===== src/rtl/ln_stat_accum.sv =====
// ln_stat_accum: per-vector sum / mean / variance for the LayerNorm datapath.
// Consumes N signed elements over a valid/ready stream, accumulates sum and
// sum of squares, then presents sum, mean (floor) and E[x^2]-mean^2 on a
// held valid/ready result port. One vector in flight at a time.
// Optional feature macro: LN_STAT_VAR_CLAMP_EN clamps a negative variance
// (a floor-truncation artefact) to zero; without it the raw difference wraps.
module ln_stat_accum #(
  parameter int N          = 4,
  parameter int WIDTH      = 16,
  parameter int ADDR_WIDTH = 2
) (
  input  logic                        clk,
  input  logic                        rst_n,
  input  logic                        flush,
  input  logic                        in_valid,
  output logic                        in_ready,
  input  logic [WIDTH-1:0]            in_data,
  output logic                        out_valid,
  input  logic                        out_ready,
  output logic [WIDTH+ADDR_WIDTH-1:0] sum_out,
  output logic [WIDTH-1:0]            mean_out,
  output logic [2*WIDTH-1:0]          var_out,
  output logic                        busy
);

  localparam int SW = WIDTH + ADDR_WIDTH;      // sum accumulator
  localparam int PW = 2 * WIDTH;               // square / E[x^2] / variance
  localparam int QW = 2 * WIDTH + ADDR_WIDTH;  // sum-of-squares accumulator

  typedef enum logic [1:0] {
    S_IDLE  = 2'd0,
    S_ACCUM = 2'd1,
    S_CALC  = 2'd2,
    S_HOLD  = 2'd3
  } state_e;

  state_e                state_q, state_d;
  logic [ADDR_WIDTH-1:0] count_q, count_d;
  logic [SW-1:0]         sum_q, sum_d;
  logic [QW-1:0]         sumsq_q, sumsq_d;

  // Stage-1 snapshot taken in CALC; the variance subtract happens one cycle
  // later so the result lands two edges after the last element.
  logic                  s1_vld_q, s1_vld_d;
  logic [SW-1:0]         s1_sum_q, s1_sum_d;
  logic [WIDTH-1:0]      s1_mean_q, s1_mean_d;
  logic [PW-1:0]         s1_ex2_q, s1_ex2_d;

  logic                  out_valid_q, out_valid_d;
  logic [SW-1:0]         sum_out_q, sum_out_d;
  logic [WIDTH-1:0]      mean_out_q, mean_out_d;
  logic [PW-1:0]         var_out_q, var_out_d;

  logic                  accept;
  logic [SW-1:0]         x_ext;
  logic [PW-1:0]         x_pw;
  logic [PW-1:0]         x_sq;
  logic [QW-1:0]         x_sq_ext;
  logic [PW-1:0]         mean_pw;
  logic [PW-1:0]         mean_sq;
  logic [PW-1:0]         var_c;

  assign in_ready = (state_q == S_IDLE) || (state_q == S_ACCUM);
  assign accept   = in_valid && in_ready;
  assign busy     = (state_q != S_IDLE);

  // Element sign-extended to the sum width; square is always nonnegative
  // and fits PW bits even for the most negative input.
  assign x_ext    = {{ADDR_WIDTH{in_data[WIDTH-1]}}, in_data};
  assign x_pw     = {{WIDTH{in_data[WIDTH-1]}}, in_data};
  assign x_sq     = x_pw * x_pw;
  assign x_sq_ext = {{ADDR_WIDTH{1'b0}}, x_sq};

  // mean^2 from the registered mean; product fits PW bits and is nonnegative.
  assign mean_pw  = {{WIDTH{s1_mean_q[WIDTH-1]}}, s1_mean_q};
  assign mean_sq  = mean_pw * mean_pw;

`ifdef LN_STAT_VAR_CLAMP_EN
  localparam int DW = 2 * WIDTH + 1;
  logic signed [DW-1:0] diff;
  // Floor of mean can make E[x^2]-mean^2 slightly negative; report zero.
  assign diff  = $signed({1'b0, s1_ex2_q}) - $signed({1'b0, mean_sq});
  assign var_c = diff[DW-1] ? '0 : diff[PW-1:0];
`else
  // Raw difference; a negative result wraps modulo 2^PW.
  assign var_c = s1_ex2_q - mean_sq;
`endif

  // Next-state and datapath update; flush overrides everything else.
  always_comb begin
    state_d     = state_q;
    count_d     = count_q;
    sum_d       = sum_q;
    sumsq_d     = sumsq_q;
    s1_vld_d    = s1_vld_q;
    s1_sum_d    = s1_sum_q;
    s1_mean_d   = s1_mean_q;
    s1_ex2_d    = s1_ex2_q;
    out_valid_d = out_valid_q;
    sum_out_d   = sum_out_q;
    mean_out_d  = mean_out_q;
    var_out_d   = var_out_q;

    if (flush) begin
      state_d     = S_IDLE;
      count_d     = '0;
      sum_d       = '0;
      sumsq_d     = '0;
      s1_vld_d    = 1'b0;
      out_valid_d = 1'b0;
    end else begin
      unique case (state_q)
        S_IDLE: begin
          // First element loads the accumulators rather than adding to
          // whatever the previous vector left behind.
          if (accept) begin
            sum_d   = x_ext;
            sumsq_d = x_sq_ext;
            count_d = ADDR_WIDTH'(1);
            state_d = S_ACCUM;
          end
        end
        S_ACCUM: begin
          if (accept) begin
            sum_d   = sum_q + x_ext;
            sumsq_d = sumsq_q + x_sq_ext;
            if (count_q == ADDR_WIDTH'(N - 1)) begin
              count_d = '0;
              state_d = S_CALC;
            end else begin
              count_d = count_q + 1'b1;
            end
          end
        end
        S_CALC: begin
          // Division by N is a right shift: the top WIDTH bits of the sum
          // are the arithmetic (floor) mean, likewise for E[x^2].
          s1_sum_d  = sum_q;
          s1_mean_d = sum_q[SW-1:ADDR_WIDTH];
          s1_ex2_d  = sumsq_q[QW-1:ADDR_WIDTH];
          s1_vld_d  = 1'b1;
          state_d   = S_HOLD;
        end
        S_HOLD: begin
          if (s1_vld_q) begin
            sum_out_d   = s1_sum_q;
            mean_out_d  = s1_mean_q;
            var_out_d   = var_c;
            out_valid_d = 1'b1;
            s1_vld_d    = 1'b0;
          end
          if (out_valid_q && out_ready) begin
            out_valid_d = 1'b0;
            state_d     = S_IDLE;
          end
        end
        default: state_d = S_IDLE;
      endcase
    end
  end

  // State, counter and accumulators.
  always_ff @(posedge clk or negedge rst_n) begin
    if (!rst_n) begin
      state_q <= S_IDLE;
      count_q <= '0;
      sum_q   <= '0;
      sumsq_q <= '0;
    end else begin
      state_q <= state_d;
      count_q <= count_d;
      sum_q   <= sum_d;
      sumsq_q <= sumsq_d;
    end
  end

  // Stage-1 snapshot of sum, mean and E[x^2].
  always_ff @(posedge clk or negedge rst_n) begin
    if (!rst_n) begin
      s1_vld_q  <= 1'b0;
      s1_sum_q  <= '0;
      s1_mean_q <= '0;
      s1_ex2_q  <= '0;
    end else begin
      s1_vld_q  <= s1_vld_d;
      s1_sum_q  <= s1_sum_d;
      s1_mean_q <= s1_mean_d;
      s1_ex2_q  <= s1_ex2_d;
    end
  end

  // Result registers; held unchanged while out_valid is high.
  always_ff @(posedge clk or negedge rst_n) begin
    if (!rst_n) begin
      out_valid_q <= 1'b0;
      sum_out_q   <= '0;
      mean_out_q  <= '0;
      var_out_q   <= '0;
    end else begin
      out_valid_q <= out_valid_d;
      sum_out_q   <= sum_out_d;
      mean_out_q  <= mean_out_d;
      var_out_q   <= var_out_d;
    end
  end

  assign out_valid = out_valid_q;
  assign sum_out   = sum_out_q;
  assign mean_out  = mean_out_q;
  assign var_out   = var_out_q;

endmodule


===== config.mk =====
export PLATFORM = sky130hd
export DESIGN_NAME = ln_stat_accum
export DESIGN_NICKNAME = d
export VERILOG_FILES = /design/src/rtl/ln_stat_accum.sv
export SDC_FILE = /design/constraint.sdc
export NUM_CORES = 2
export LEC_CHECK = 0
export ABC_AREA = 1
export CORE_MARGIN = 4
export CORE_UTILIZATION = 40
export DETAILED_ROUTE_END_ITERATION = 8
export PLACE_DENSITY_LB_ADDON = 0.12
export REMOVE_ABC_BUFFERS = 1
export SETUP_SLACK_MARGIN = 0.15
export SYNTH_ARGS = -nofsm -noshare
export SYNTH_HDL_FRONTEND = slang
export SYNTH_SLANG_ARGS = --single-unit

===== constraint.sdc =====
create_clock -name clk -period 5.52 [get_ports clk]
set_clock_uncertainty 0.1 [all_clocks]
set_input_delay 1.104 -clock clk [delete_from_list [all_inputs] [get_ports clk]]
set_output_delay 1.104 -clock clk [all_outputs]
set_load 0.05 [all_outputs]

==> impl_metrics.toml <==
[critical_path]
crit_fanout = 7
r2r_setup_slack_ps = -220
path_common_cell = "buf_4"
worstPathArrival_ps = 7510
cp.required_ps = 5850
worst_r2r_path_depth = 25
crit_slowest_cell = "fa_2"
path_class = "in -> reg"
r2r-end = "var_out[28]"
r2r_start = "s1_sum_q[12]"
cp-start-kind = "input port"
crit_path_max_incr_delay_ps = 620
crit_end = "sumsq_q[24]"
cp-end-kind = "register"
crit_path_start = "in_data[15]"

[final_layout]
regArea_sq_um = 3970
fin_nets = 5476
fillers = 6687
multi_input_area_sq_um = 26500
antennaDiodeCount = 0
area_delta_synth_final_pct = 43.8
drive_gt1_share_pct = 35.6

[global_route]
grt_use_met3_pct = 3.12
grt_use_total_pct = 24.4
met2_usage_pct = 42.8
grt_max_degree = 84
grt_antenna_before_repair = 1
grt_overflow = 0
busiest_layer = "met2"
grt_pass1_vias = 28800
grt_pass1_wl_mm = 156
grt_util_met1_pct = 32.0

[synthesis]
syn_area_per_cell_sq_um = 7.71
synth_warnings = 0
synthAdderAreaFrac_pct = 44.2
synth_edf_count = 0
yosysUniqueCellTypes = 52
synth_top_family_by_area = "adder cells"
synth.cell_area_sq_um = 30500
synthMuxAreaShare_pct = 0.0369
ys_ff_latch = 158
synth_xor_area_share_pct = 1.66
synth_compound_area_share_pct = 7.43
synth_ff_type = "dfrtp_1"
synth-simple-area-share_pct = 19.4
synthCells = 3952
yosysSeqAreaShare_pct = 13.0
async_flop_share_pct = 100

[timing]
timing.fmax_ghz = 0.139
hold_violations = 0
fin_crit_sh_pct = 130
grt_setup_unrepaired = "true"
tightest_slew_ps = 1160
setup_viol = 33
fin_crit_ps = 7180
slew_violations = 0
fin_ws_ps = -1660
slew_headroom_pct = 22.6

[die]
start_util_pct = 40.7
rows = 100
fp.dieH_um = 284
die_area_sq_um = 80700
coreArea_sq_um = 74900
die_w_um = 284
pin_count = 90

[detailed_routing]
drt_first_pass_iters = 6
wire_per_inst_um = 17.4
antenna_left = 0
postRouteWirelength_mm = 98.9
num_vias = 27500
drt_iter0_markers = 1452
vias_per_cell = 4.86
drc_errors = 0

[clock_network]
cts.sinks = 158
hold_buffers = 0
cts_max_path_buffers = 2
cts_tree = "done"
clk_pin_slew_worst_paths_ps = 80
clockRootBuffer = "clkbuf_16"
cts_made_buffers = 17
h-tree-depth = 4
insertion_delay_ps = 500

[status]
violations = "negative setup slack"
status = "finished, violations left"

[run]
cap_violations = 0

[placement]
post-place-ws_ps = -2950
hpwl_mm = 76.9
place_congestion = 0.905
port-buffer-count = 89

[worst_hold_path]
hold_class = "reg -> reg"
[flip-flops by register name, indices dropped and copies added, names as in the netlist, 2 cells and up]
register / count
sumsq_q: 34
s1_ex2_q: 32
var_out: 32
s1_sum_q: 18
sum_out: 18
sum_q: 18
count_q: 2
state_q: 2
[what timing repair did]
action	4_1_cts	5_1_grt
resized for setup	896	498
cloned	7	1
setup buffers	151	68
pin swaps	329	342
endpoints found under the setup margin	51	50
[metrics by stage]
step                      hold WS, ps  cell area, sq um  cells  utilization (%)  TNS, ps
after global routing              403             43800   5669             58.5   -44030
final                             375             43800   5669             58.5   -35700
after global placement            358             36200   5410             48.3   -74410
after CTS                         385             41400   5600             55.3   -33280
after floorplan                   350             29900   3830                -   -32030
after detailed placement          364             36200   5410             48.3   -75220
[cell families after synthesis]
logic type / after synthesis
simple gates: 1414
buf+inv: 1139
fa+ha+maj: 768
compound gates: 415
flops: 158
xor+xnor: 57
mux: 1
[layer usage]
layer | wire length (um) | up-vias
met3 | 4050 | 151
li1 | - | 13300
met1 | 42800 | 13500
met4 | 2800 | 0
met2 | 49300 | 578
met5 | 0 | -
[how the worst min path moves through the flow]
| stage | cells past startpoint | start | slack (ps) | to |
|---|---|---|---|---|
| final | 2 | var_out[16] | 370 | var_out[16] |
| after global routing | 2 | var_out[31] | 400 | var_out[31] |
| after CTS | 2 | s1_sum_q[1] | 380 | sum_out[1] |
| after detailed placement | 2 | s1_sum_q[1] | 360 | sum_out[1] |
| after global placement | 2 | var_out[1] | 360 | var_out[1] |
| after floorplan | 2 | s1_sum_q[0] | 350 | sum_out[0] |
[cell usage in the layout (no fill, tap or decap), types with 36 or more instances in the layout]
| cell type | Yosys | final |
|---|---|---|
| nand3_1 | 174 | 132 |
| inv_2 | 7 | 122 |
| fa_1 | 515 | 470 |
| nor2_2 | 10 | 39 |
| nand2_1 | 902 | 679 |
| nor2_1 | 209 | 121 |
| a21oi_1 | 169 | 84 |
| inv_1 | 1009 | 877 |
| buf_4 | 18 | 582 |
| nor2_4 | 1 | 60 |
| ha_1 | 253 | 162 |
| nand2_4 | 1 | 77 |
| clkdlybuf4s50_1 | 0 | 72 |
| o21ai_1 | 15 | 46 |
| a21oi_2 | 5 | 47 |
| a21oi_4 | 0 | 43 |
| nand3_2 | 3 | 36 |
| o21ai_0 | 156 | 89 |
| nand2_2 | 18 | 159 |
| buf_6 | 1 | 128 |
| ha_4 | 0 | 86 |
| fa_2 | 0 | 45 |
| dfrtp_1 | 158 | 144 |
[area by class of cell]
type | instances | area share, %
Inverter | 1017 | 8.84
Clock inverter | 15 | 0.425
Timing Repair Buffer | 838 | 17.4
Sequential cell | 158 | 9.06
Multi-Input combinational cell | 2655 | 60.6
Clock buffer | 17 | 0.971
Tap cell | 969 | 2.77
[worst max-delay path, delay by kind of cell]
kind | cells | cell delay [ps]
fa+ha+maj | 7 | 3420
buf+inv | 17 | 1990
simple gates | 5 | 480
compound gates | 3 | 500
[synth_stat cells (17+ instances only)]
master	n	area (sq um)
buf_4	18	135
inv_1	1009	3790
dfrtp_1	158	3950
nand4_1	34	213
o21ai_0	156	781
nand2_2	18	113
nand2_1	902	3390
nor3_1	17	85.1
nor2_1	209	785
xor2_1	26	228
fa_1	515	10300
ha_1	253	3170
a21oi_1	169	846
xnor2_1	30	263
clkbuf_1	85	319
nand3_1	174	871
Power is left out: the tool's default activity adds up to more than one toggle a clock period on the data nets, which glitch-free logic cannot reach.
